$ cat src/rtl/tft_pkg.sv
// Shared definitions for the TFT panel timing controller: FSM encoding,
// counter/coordinate widths and the default 480x272 panel timing.
package tft_pkg;

    typedef enum logic [1:0] {
        ST_IDLE  = 2'd0,
        ST_RUN   = 2'd1,
        ST_DRAIN = 2'd2
    } tft_state_e;

    // Default 480x272 timing (clocks horizontally, lines vertically)
    localparam int DEF_H_SYNC  = 41;
    localparam int DEF_H_BACK  = 2;
    localparam int DEF_H_VALID = 480;
    localparam int DEF_H_FRONT = 2;
    localparam int DEF_V_SYNC  = 10;
    localparam int DEF_V_BACK  = 2;
    localparam int DEF_V_VALID = 272;
    localparam int DEF_V_FRONT = 2;

    localparam int CNT_W = 12;
    localparam int PIX_W = 10;
    localparam logic [PIX_W-1:0] PIX_NONE = 10'h3FF;

    function automatic logic [CNT_W-1:0] to_cnt(input int value);
        return CNT_W'(value);
    endfunction

endpackage

$ cat src/rtl/tft_delay_line.sv
// Fixed-depth register delay line with a reset value; depth 0 is a plain wire.
module tft_delay_line #(
    parameter int               WIDTH   = 1,
    parameter int               DEPTH   = 1,
    parameter logic [WIDTH-1:0] RST_VAL = '0
) (
    input  logic             clk,
    input  logic             srst,
    input  logic [WIDTH-1:0] d,
    output logic [WIDTH-1:0] q
);

    genvar gi;

    if (DEPTH == 0) begin : g_wire
        logic unused_ctrl;
        assign unused_ctrl = clk ^ srst;
        assign q = d;
    end else begin : g_pipe
        logic [WIDTH-1:0] stage_q [DEPTH];
        logic [WIDTH-1:0] stage_d [DEPTH];

        always_comb begin
            stage_d[0] = d;
            for (int i = 1; i < DEPTH; i++) begin
                stage_d[i] = stage_q[i-1];
            end
        end

        for (gi = 0; gi < DEPTH; gi++) begin : g_stage
            always_ff @(posedge clk) begin
                if (srst) begin
                    stage_q[gi] <= RST_VAL;
                end else begin
                    stage_q[gi] <= stage_d[gi];
                end
            end
        end

        assign q = stage_q[DEPTH-1];
    end

endmodule

$ cat src/rtl/tft_disp_ctrl.sv
// TFT panel timing controller: frame counters, pixel request window and
// sync/DE/RGB outputs aligned to a source with PIX_LAT clocks of latency.
module tft_disp_ctrl
    import tft_pkg::*;
#(
    parameter int   H_SYNC   = DEF_H_SYNC,
    parameter int   H_BACK   = DEF_H_BACK,
    parameter int   H_VALID  = DEF_H_VALID,
    parameter int   H_FRONT  = DEF_H_FRONT,
    parameter int   V_SYNC   = DEF_V_SYNC,
    parameter int   V_BACK   = DEF_V_BACK,
    parameter int   V_VALID  = DEF_V_VALID,
    parameter int   V_FRONT  = DEF_V_FRONT,
    parameter int   RGB_W    = 16,
    parameter int   PIX_LAT  = 1,
    parameter logic SYNC_POL = 1'b1
) (
    input  logic             sys_clk,
    input  logic             sys_rst,
    input  logic             disp_en,
    input  logic [RGB_W-1:0] pix_data,
    output logic [9:0]       pix_x,
    output logic [9:0]       pix_y,
    output logic [RGB_W-1:0] rgb,
    output logic             hsync,
    output logic             vsync,
    output logic             tft_de,
    output logic             tft_bl,
    output logic             frame_start,
    output logic             busy
);

    localparam int H_TOTAL = H_SYNC + H_BACK + H_VALID + H_FRONT;
    localparam int V_TOTAL = V_SYNC + V_BACK + V_VALID + V_FRONT;

    localparam logic [CNT_W-1:0] H_LAST_C  = to_cnt(H_TOTAL - 1);
    localparam logic [CNT_W-1:0] V_LAST_C  = to_cnt(V_TOTAL - 1);
    localparam logic [CNT_W-1:0] H_SYNC_C  = to_cnt(H_SYNC);
    localparam logic [CNT_W-1:0] V_SYNC_C  = to_cnt(V_SYNC);
    localparam logic [CNT_W-1:0] H_START_C = to_cnt(H_SYNC + H_BACK);
    localparam logic [CNT_W-1:0] V_START_C = to_cnt(V_SYNC + V_BACK);
    localparam logic [CNT_W-1:0] H_END_C   = to_cnt(H_TOTAL - H_FRONT - 1);
    localparam logic [CNT_W-1:0] V_END_C   = to_cnt(V_TOTAL - V_FRONT - 1);

    // Delayed bus layout: {first_pixel, de, vsync, hsync}
    localparam logic [3:0] DLY_IDLE = {1'b0, 1'b0, ~SYNC_POL, ~SYNC_POL};

    tft_state_e       state_q, state_d;
    logic [CNT_W-1:0] cnt_h_q, cnt_h_d;
    logic [CNT_W-1:0] cnt_v_q, cnt_v_d;
    logic             run_act;
    logic             h_last, v_last, frame_last;
    logic             req_win;
    logic [3:0]       raw_bus, dly_bus;

    logic [RGB_W-1:0] rgb_q, rgb_d;
    logic             hsync_q, hsync_d;
    logic             vsync_q, vsync_d;
    logic             tft_de_q, tft_de_d;
    logic             tft_bl_q, tft_bl_d;
    logic             frame_start_q, frame_start_d;

    assign h_last     = (cnt_h_q == H_LAST_C);
    assign v_last     = (cnt_v_q == V_LAST_C);
    assign frame_last = h_last && v_last;

    always_ff @(posedge sys_clk) begin
        if (sys_rst) begin
            state_q <= ST_IDLE;
        end else begin
            state_q <= state_d;
        end
    end

    // A re-raised enable during DRAIN wins over the end-of-frame exit.
    always_comb begin
        state_d = state_q;
        case (state_q)
            ST_IDLE:  if (disp_en) state_d = ST_RUN;
            ST_RUN:   if (!disp_en) state_d = ST_DRAIN;
            ST_DRAIN: begin
                if (disp_en) begin
                    state_d = ST_RUN;
                end else if (frame_last) begin
                    state_d = ST_IDLE;
                end
            end
            default:  state_d = ST_IDLE;
        endcase
    end

    always_comb begin
        run_act = (state_q != ST_IDLE);
        busy    = run_act;
    end

    // Counters are parked at zero in IDLE so the next RUN begins a whole frame.
    always_comb begin
        cnt_h_d = cnt_h_q;
        cnt_v_d = cnt_v_q;
        if (!run_act) begin
            cnt_h_d = '0;
            cnt_v_d = '0;
        end else if (h_last) begin
            cnt_h_d = '0;
            cnt_v_d = v_last ? '0 : cnt_v_q + 1'b1;
        end else begin
            cnt_h_d = cnt_h_q + 1'b1;
        end
    end

    always_ff @(posedge sys_clk) begin
        if (sys_rst) begin
            cnt_h_q <= '0;
            cnt_v_q <= '0;
        end else begin
            cnt_h_q <= cnt_h_d;
            cnt_v_q <= cnt_v_d;
        end
    end

    always_comb begin
        req_win = run_act
                  && (cnt_h_q >= H_START_C) && (cnt_h_q <= H_END_C)
                  && (cnt_v_q >= V_START_C) && (cnt_v_q <= V_END_C);
        pix_x = PIX_NONE;
        pix_y = PIX_NONE;
        if (req_win) begin
            pix_x = PIX_W'(cnt_h_q - H_START_C);
            pix_y = PIX_W'(cnt_v_q - V_START_C);
        end
        raw_bus[0] = (run_act && (cnt_h_q < H_SYNC_C)) ? SYNC_POL : ~SYNC_POL;
        raw_bus[1] = (run_act && (cnt_v_q < V_SYNC_C)) ? SYNC_POL : ~SYNC_POL;
        raw_bus[2] = req_win;
        raw_bus[3] = run_act && (cnt_h_q == H_START_C) && (cnt_v_q == V_START_C);
    end

    // Matches the source latency so timing lines up with the returned pixel.
    tft_delay_line #(
        .WIDTH   (4),
        .DEPTH   (PIX_LAT),
        .RST_VAL (DLY_IDLE)
    ) u_dly (
        .clk  (sys_clk),
        .srst (sys_rst),
        .d    (raw_bus),
        .q    (dly_bus)
    );

    always_comb begin
        hsync_d       = dly_bus[0];
        vsync_d       = dly_bus[1];
        tft_de_d      = dly_bus[2];
        frame_start_d = dly_bus[3];
        rgb_d         = dly_bus[2] ? pix_data : '0;
        tft_bl_d      = (state_d != ST_IDLE);
    end

    always_ff @(posedge sys_clk) begin
        if (sys_rst) begin
            rgb_q         <= '0;
            hsync_q       <= ~SYNC_POL;
            vsync_q       <= ~SYNC_POL;
            tft_de_q      <= 1'b0;
            tft_bl_q      <= 1'b0;
            frame_start_q <= 1'b0;
        end else begin
            rgb_q         <= rgb_d;
            hsync_q       <= hsync_d;
            vsync_q       <= vsync_d;
            tft_de_q      <= tft_de_d;
            tft_bl_q      <= tft_bl_d;
            frame_start_q <= frame_start_d;
        end
    end

    assign rgb         = rgb_q;
    assign hsync       = hsync_q;
    assign vsync       = vsync_q;
    assign tft_de      = tft_de_q;
    assign tft_bl      = tft_bl_q;
    assign frame_start = frame_start_q;

endmodule

$ cat config.mk
export PLATFORM = sky130hd
export DESIGN_NAME = tft_disp_ctrl
export DESIGN_NICKNAME = d
export VERILOG_FILES = /design/src/rtl/tft_pkg.sv /design/src/rtl/tft_delay_line.sv /design/src/rtl/tft_disp_ctrl.sv
export SDC_FILE = /design/constraint.sdc
export NUM_CORES = 1
export LEC_CHECK = 0
export ABC_AREA = 1
export CAP_MARGIN = 20
export CELL_PAD_IN_SITES_DETAIL_PLACEMENT = 0
export CELL_PAD_IN_SITES_GLOBAL_PLACEMENT = 1
export CORE_MARGIN = 3
export CORE_UTILIZATION = 36
export CTS_BUF_LIST = sky130_fd_sc_hd__clkbuf_16
export DETAILED_ROUTE_END_ITERATION = 10
export GPL_ROUTABILITY_DRIVEN = 1
export PLACE_DENSITY_LB_ADDON = 0.1
export SKIP_LAST_GASP = 1
export SLEW_MARGIN = 20
export SYNTH_ARGS = -nofsm -noshare
export SYNTH_HDL_FRONTEND = slang
export SYNTH_SLANG_ARGS = --single-unit
$ cat constraint.sdc
create_clock -name sys_clk -period 1.9 [get_ports sys_clk]
set_input_delay 0.38 -clock sys_clk [delete_from_list [all_inputs] [get_ports sys_clk]]
set_output_delay 0.38 -clock sys_clk [all_outputs]
set_load 0.01 [all_outputs]
# Yosys cells after proc, flatten, opt, wreduce, memory -nomap -nowiden

Memories as Yosys holds them, arrays and structs flattened.
Index checks and enable logic that the tools add are counted.

Output and inout bits: 42
Register bits: 47
RAM bits: 4
Memories kept: 1

Multiplexer cells: 15
Bitwise logic cells: 2
Reductions and logical operators: 16
Equal/unequal tests: 6
Magnitude comparators: 6
Add/sub/neg operators: 4

Memory list:

| name                 | depth | bits a word | read ports | clocked after memory_dff | write ports | line                 | source |
|---|---|---|---|---|---|---|---|
| u_dly.g_pipe.stage_q | 1     | 4           | 1          | 0                        | 1           | tft_delay_line.sv:20 | `logic [WIDTH-1:0] stage_q [DEPTH];` |

Operator list:

| operator                | number |
|---|---|
| $add A12 B1 Y12 const B | 2 |
| $mux W10                | 2 |
| $eq A12 B10 Y1 const B  | 1 |
| $eq A12 B4 Y1 const B   | 1 |
| $eq A12 B6 Y1 const B   | 1 |
| $eq A12 B9 Y1 const B   | 1 |
| $ge A12 B4 Y1 const B   | 1 |
| $ge A12 B6 Y1 const B   | 1 |
| $le A12 B10 Y1 const B  | 1 |
| $le A12 B9 Y1 const B   | 1 |
| $lt A12 B4 Y1 const B   | 1 |
| $lt A12 B6 Y1 const B   | 1 |
| $mux W12                | 1 |
| $sub A10 B4 Y10 const B | 1 |
| $sub A10 B6 Y10 const B | 1 |
| $logic_and A1 B1 Y1     | 9 |
| $mux W2                 | 4 |
| $mux W1                 | 6 |
| $pmux W2 S3             | 1 |
| $mux W4                 | 1 |
| $reduce_bool A2 Y1      | 2 |
| $reduce_or A2 Y1        | 2 |
| $reduce_or A4 Y1        | 1 |
| $reduce_or A3 Y1        | 1 |
| other kinds (4)         | 5 |

# Logic depth before layout (Yosys ltp)

Depth in word-level cells: 6
Gate-level depth with buffers: 10
Gate-level depth less buffers: 10

# Modules after synthesis

Synthesis repeated with hierarchy kept, for this count alone.

Cells, all modules: 418
Area, all modules: 2955.3 µm²

By module, submodules not included:

| module         | area an instance (µm²) | sequential area each (µm²) | cells each | times used |
|---|---|---|---|---|
| tft_disp_ctrl  | 2845.2                 | 940.9                      | 406        | 1 |
| tft_delay_line | 110.1                  | 80.1                       | 12         | 1 |

# Least setup slack after synthesis

No wires, ideal clock.

Path type: register to output
Start point: register cnt_v_q[2]
End point: output pix_x[9]
Path buffers: 2
Path slack: 51 ps
Arrival: 1469 ps
Required time: 1520 ps
Stages on the path, launching flop included: 11
Cells stage by stage: dfxtp_1 ha_1 buf_2 nor2_1 nand3_1 nor2_1 nor2_1 nand2_2 nor2_4 buf_6 nand3_1

Longest elaborated chain between the ends: 4
Elaborated cells between the ends (all ways): 5

RTL lines:

| element                  | line                 | source |
|---|---|---|
| start: declaration       | tft_disp_ctrl.sv:50  | `logic [CNT_W-1:0] cnt_v_q, cnt_v_d;` |
| start signal: assignment | tft_disp_ctrl.sv:118 | `cnt_v_q <= cnt_v_d;` |
| $ge A12 B4 Y1            | tft_disp_ctrl.sv:125 | `&& (cnt_v_q >= V_START_C) && (cnt_v_q <= V_END_C);` |
| $logic_and A1 B1 Y1      | tft_disp_ctrl.sv:125 |  |
| $logic_and A1 B1 Y1 *    | tft_disp_ctrl.sv:125 |  |
| $mux W10 *               | tft_disp_ctrl.sv:128 | `if (req_win) begin` |
| end: declaration         | tft_disp_ctrl.sv:22  | `output logic [9:0] pix_x,` |

Mark *: on every way between the ends. The rest lies on a longest branch, timed or not.

# Worst setup path after layout

Start point: register cnt_v_q[3]
End point: output pix_x[8]

Same word-level chain as after synthesis.

==> metrics.yaml <==
viasPerCell: 4.557
path_clk_slew_ns: 0.07
start_util_pct: 38.44
drive_gt1_share_pct: 38.02
synth_seq_cells: 51
wl_per_cell_um: 12.82
final_nets: 581
synth_area_leaders: "dfxtp_1 35%, nand2_1 9.8%, inv_1 8.9%"
required_ns: 1.52
insertion_delay_ns: 0.29
dp_hpwl_um: 6100
finalWorstSetupSlack_ns: -0.2482
start_kind: "flip-flop"
path_class: "flip-flop to output port"
finalPower_mw: 2.119
numCtsBuffers: 5
cp-startpoint: "cnt_v_q[3]"
setup_viol: 20
synth_top_area_share_pct: 35.48
violations: "setup timing"
port_buffers: 60
maxSlewHeadroom_pct: 72.33
cts.sinks: 51
slew_violations: 0
critPathMaxFanout: 6
grt_max_degree: 19
grt_pass1_vias: 2797
drv_cap: 0
clock_path_buffers: 2
hold_violations: 0
peakVddDrop_mv: 0.3886
netlist_area_sq_um: 2878
synth_flop_cell: "dfxtp_1"
yosysUniqueCellTypes: 32
hp-class: "flip-flop to flip-flop"
cts_max_level: 2
vias: 2980
cp_common_cell: "nor2_4"
die_w_um: 95.41
core_area_sq_um: 7486
place_ws_ns: -0.6060
yosys-top-cells-count: "75 x nand2_1, 68 x inv_1, 51 x dfxtp_1"
async_flop_share_pct: 0
dpl-instance-area_sq_um: 4040
netlist_instances: 409
synth_edf_count: 0
synth_seq_area_share_pct: 35.48
use_met1_pct: 25.25
p_per_area_nw_per_um2: 446.8
ys_warn_count: 0
grtUsageMet3_pct: 4.420
p_leak_nw: 2.183
rsz0062_at_grt: "true"
grtUsageTotal_pct: 18.67
clock_skew_ns: 0.004585
min_period_ns: 2.148
syn_nets: 436
grt_antenna_before_repair: 0
die_area_sq_um: 9102
wl_um: 8386
gr-usage-met2_pct: 30.32
yosysTopAreaCell: "dfxtp_1"
syn_avg_cell_area_sq_um: 7.036
final_area_sq_um: 4743
dr.pass1.iters: 4
antenna_cells: 0
drc: 0
die_h_um: 95.41
fmax_mhz: 465.5
grt_overflow: 0
cts_root_buf: "clkbuf_16"
worstMarginPinSlew_ns: 0.4138
outcome: "finished with violations"
rows: 31
finalCritPeriodShare_pct: 113.1
synth_most_common_cell: "nand2_1"
endpoint_kind: "output port"
hp-start: "u_dly.g_pipe.stage_q[0][1]"
busiest_layer: "met2"
r2r-start: "cnt_h_q[7]"
routabilityCongestion: 0.8789
max_stage_delay_ns: 0.36
io_pins: 61
crit_path_cell_trace: "buf_4 -> ha_1 -> nand2_1 -> nor2_4 -> a21oi_4 -> nor2_4 -> buf_12 -> nand3_4 -> buf_6"
grt_pass1_wl_um: 13140
slowest_stage: "dfxtp_2"
drtIter0Drc: 113
cts_tree: "yes"
syn_to_final_growth_pct: 64.83
cp_data_arrival_time_ns: 1.77
antenna_left: 0
final timing paths:
path / slack [ns] / depth (start not counted) / endpoint
setup reg to reg: 0.10 / 13 / u_dly.g_pipe.stage_q[0][0]
hold reg to reg: 0.40 / 2 / vsync
hold / removal: 0.40 / 2 / vsync
setup / recovery: -0.25 / 9 / pix_x[8]
sequential cells by signal, summed over array words and instances (netlist names):
register / count
hsync: 1
cnt_h_q: 12
tft_bl: 1
u_dly.g_pipe.stage_q: 4
state_q: 2
cnt_v_q: 12
frame_start: 1
vsync: 1
tft_de: 1
rgb: 16
final cells by class:
class,count,area [sq um]
fill,647,2743
multi-input combinational,270,1777
timing repair buffer,149,1358
sequential,51,1045
inverter,77,289.0
clock buffer,5,125.1
tap,99,123.9
clock inverter,3,26.28
metal layers:
layer  share of wire [%]  vias up
met5                   0        -
met2                  47       80
li1                    -     1565
met4                0.47        0
met3                 5.5        2
met1                  47     1333
placed cells by master (no fill, tap or decap), types with 6 or more instances in the layout:
cell type,instances
nand2_2,11
nand3_1,23
nand4_1,6
buf_4,79
nand3_2,18
dfxtp_1,38
xor2_1,12
inv_2,11
o21ai_0,10
nor2_1,45
clkdlybuf4s50_1,40
a21oi_1,12
buf_6,27
nand2_1,68
ha_1,6
nor3_1,8
dfxtp_2,10
nor2_4,13
inv_1,66
nand3_4,7
logic make-up after synthesis:
| family | count (synthesis) | synth area share (%) |
|---|---|---|
| simple gates | 216 | 37.26 |
| flops | 51 | 35.48 |
| xor+xnor | 14 | 4.261 |
| fa+ha+maj | 8 | 3.478 |
| compound gates | 31 | 5.652 |
| buf+inv | 89 | 13.87 |
metrics by stage:
stage	setup TNS, ns	hold WS (ns)	cells	utilization, %
6_report	-4.436	0.4038	654	63.36
3_3_place_gp	-9.985	0.3917	629	53.97
4_1_cts	-5.440	0.4075	655	60.52
2_1_floorplan	0	0.3883	409	-
3_5_place_dp	-10.40	0.3962	629	53.97
5_1_grt	-6.413	0.4223	654	63.36
power by group:
part | total, mW | internal [mW] | switching, mW
Clock | 0.932 | 0.501 | 0.431
Combinational | 0.111 | 0.0619 | 0.0493
Sequential | 1.08 | 1.07 | 0.00333
repair_timing:
item,in CTS,in global routing
buffers inserted,17,3
cloned,1,0
endpoints found under the setup margin,20,22
resized for setup,136,54
hold buffers,0,0
pin swaps,13,19
critical path, delay by kind of cell (launching register included):
family	cells	cell delay, ns
compound gates	1	0.06
fa+ha+maj	1	0.16
buf+inv	3	0.42
flops	1	0.36
simple gates	4	0.48
Power figures use the tool's default switching activity.
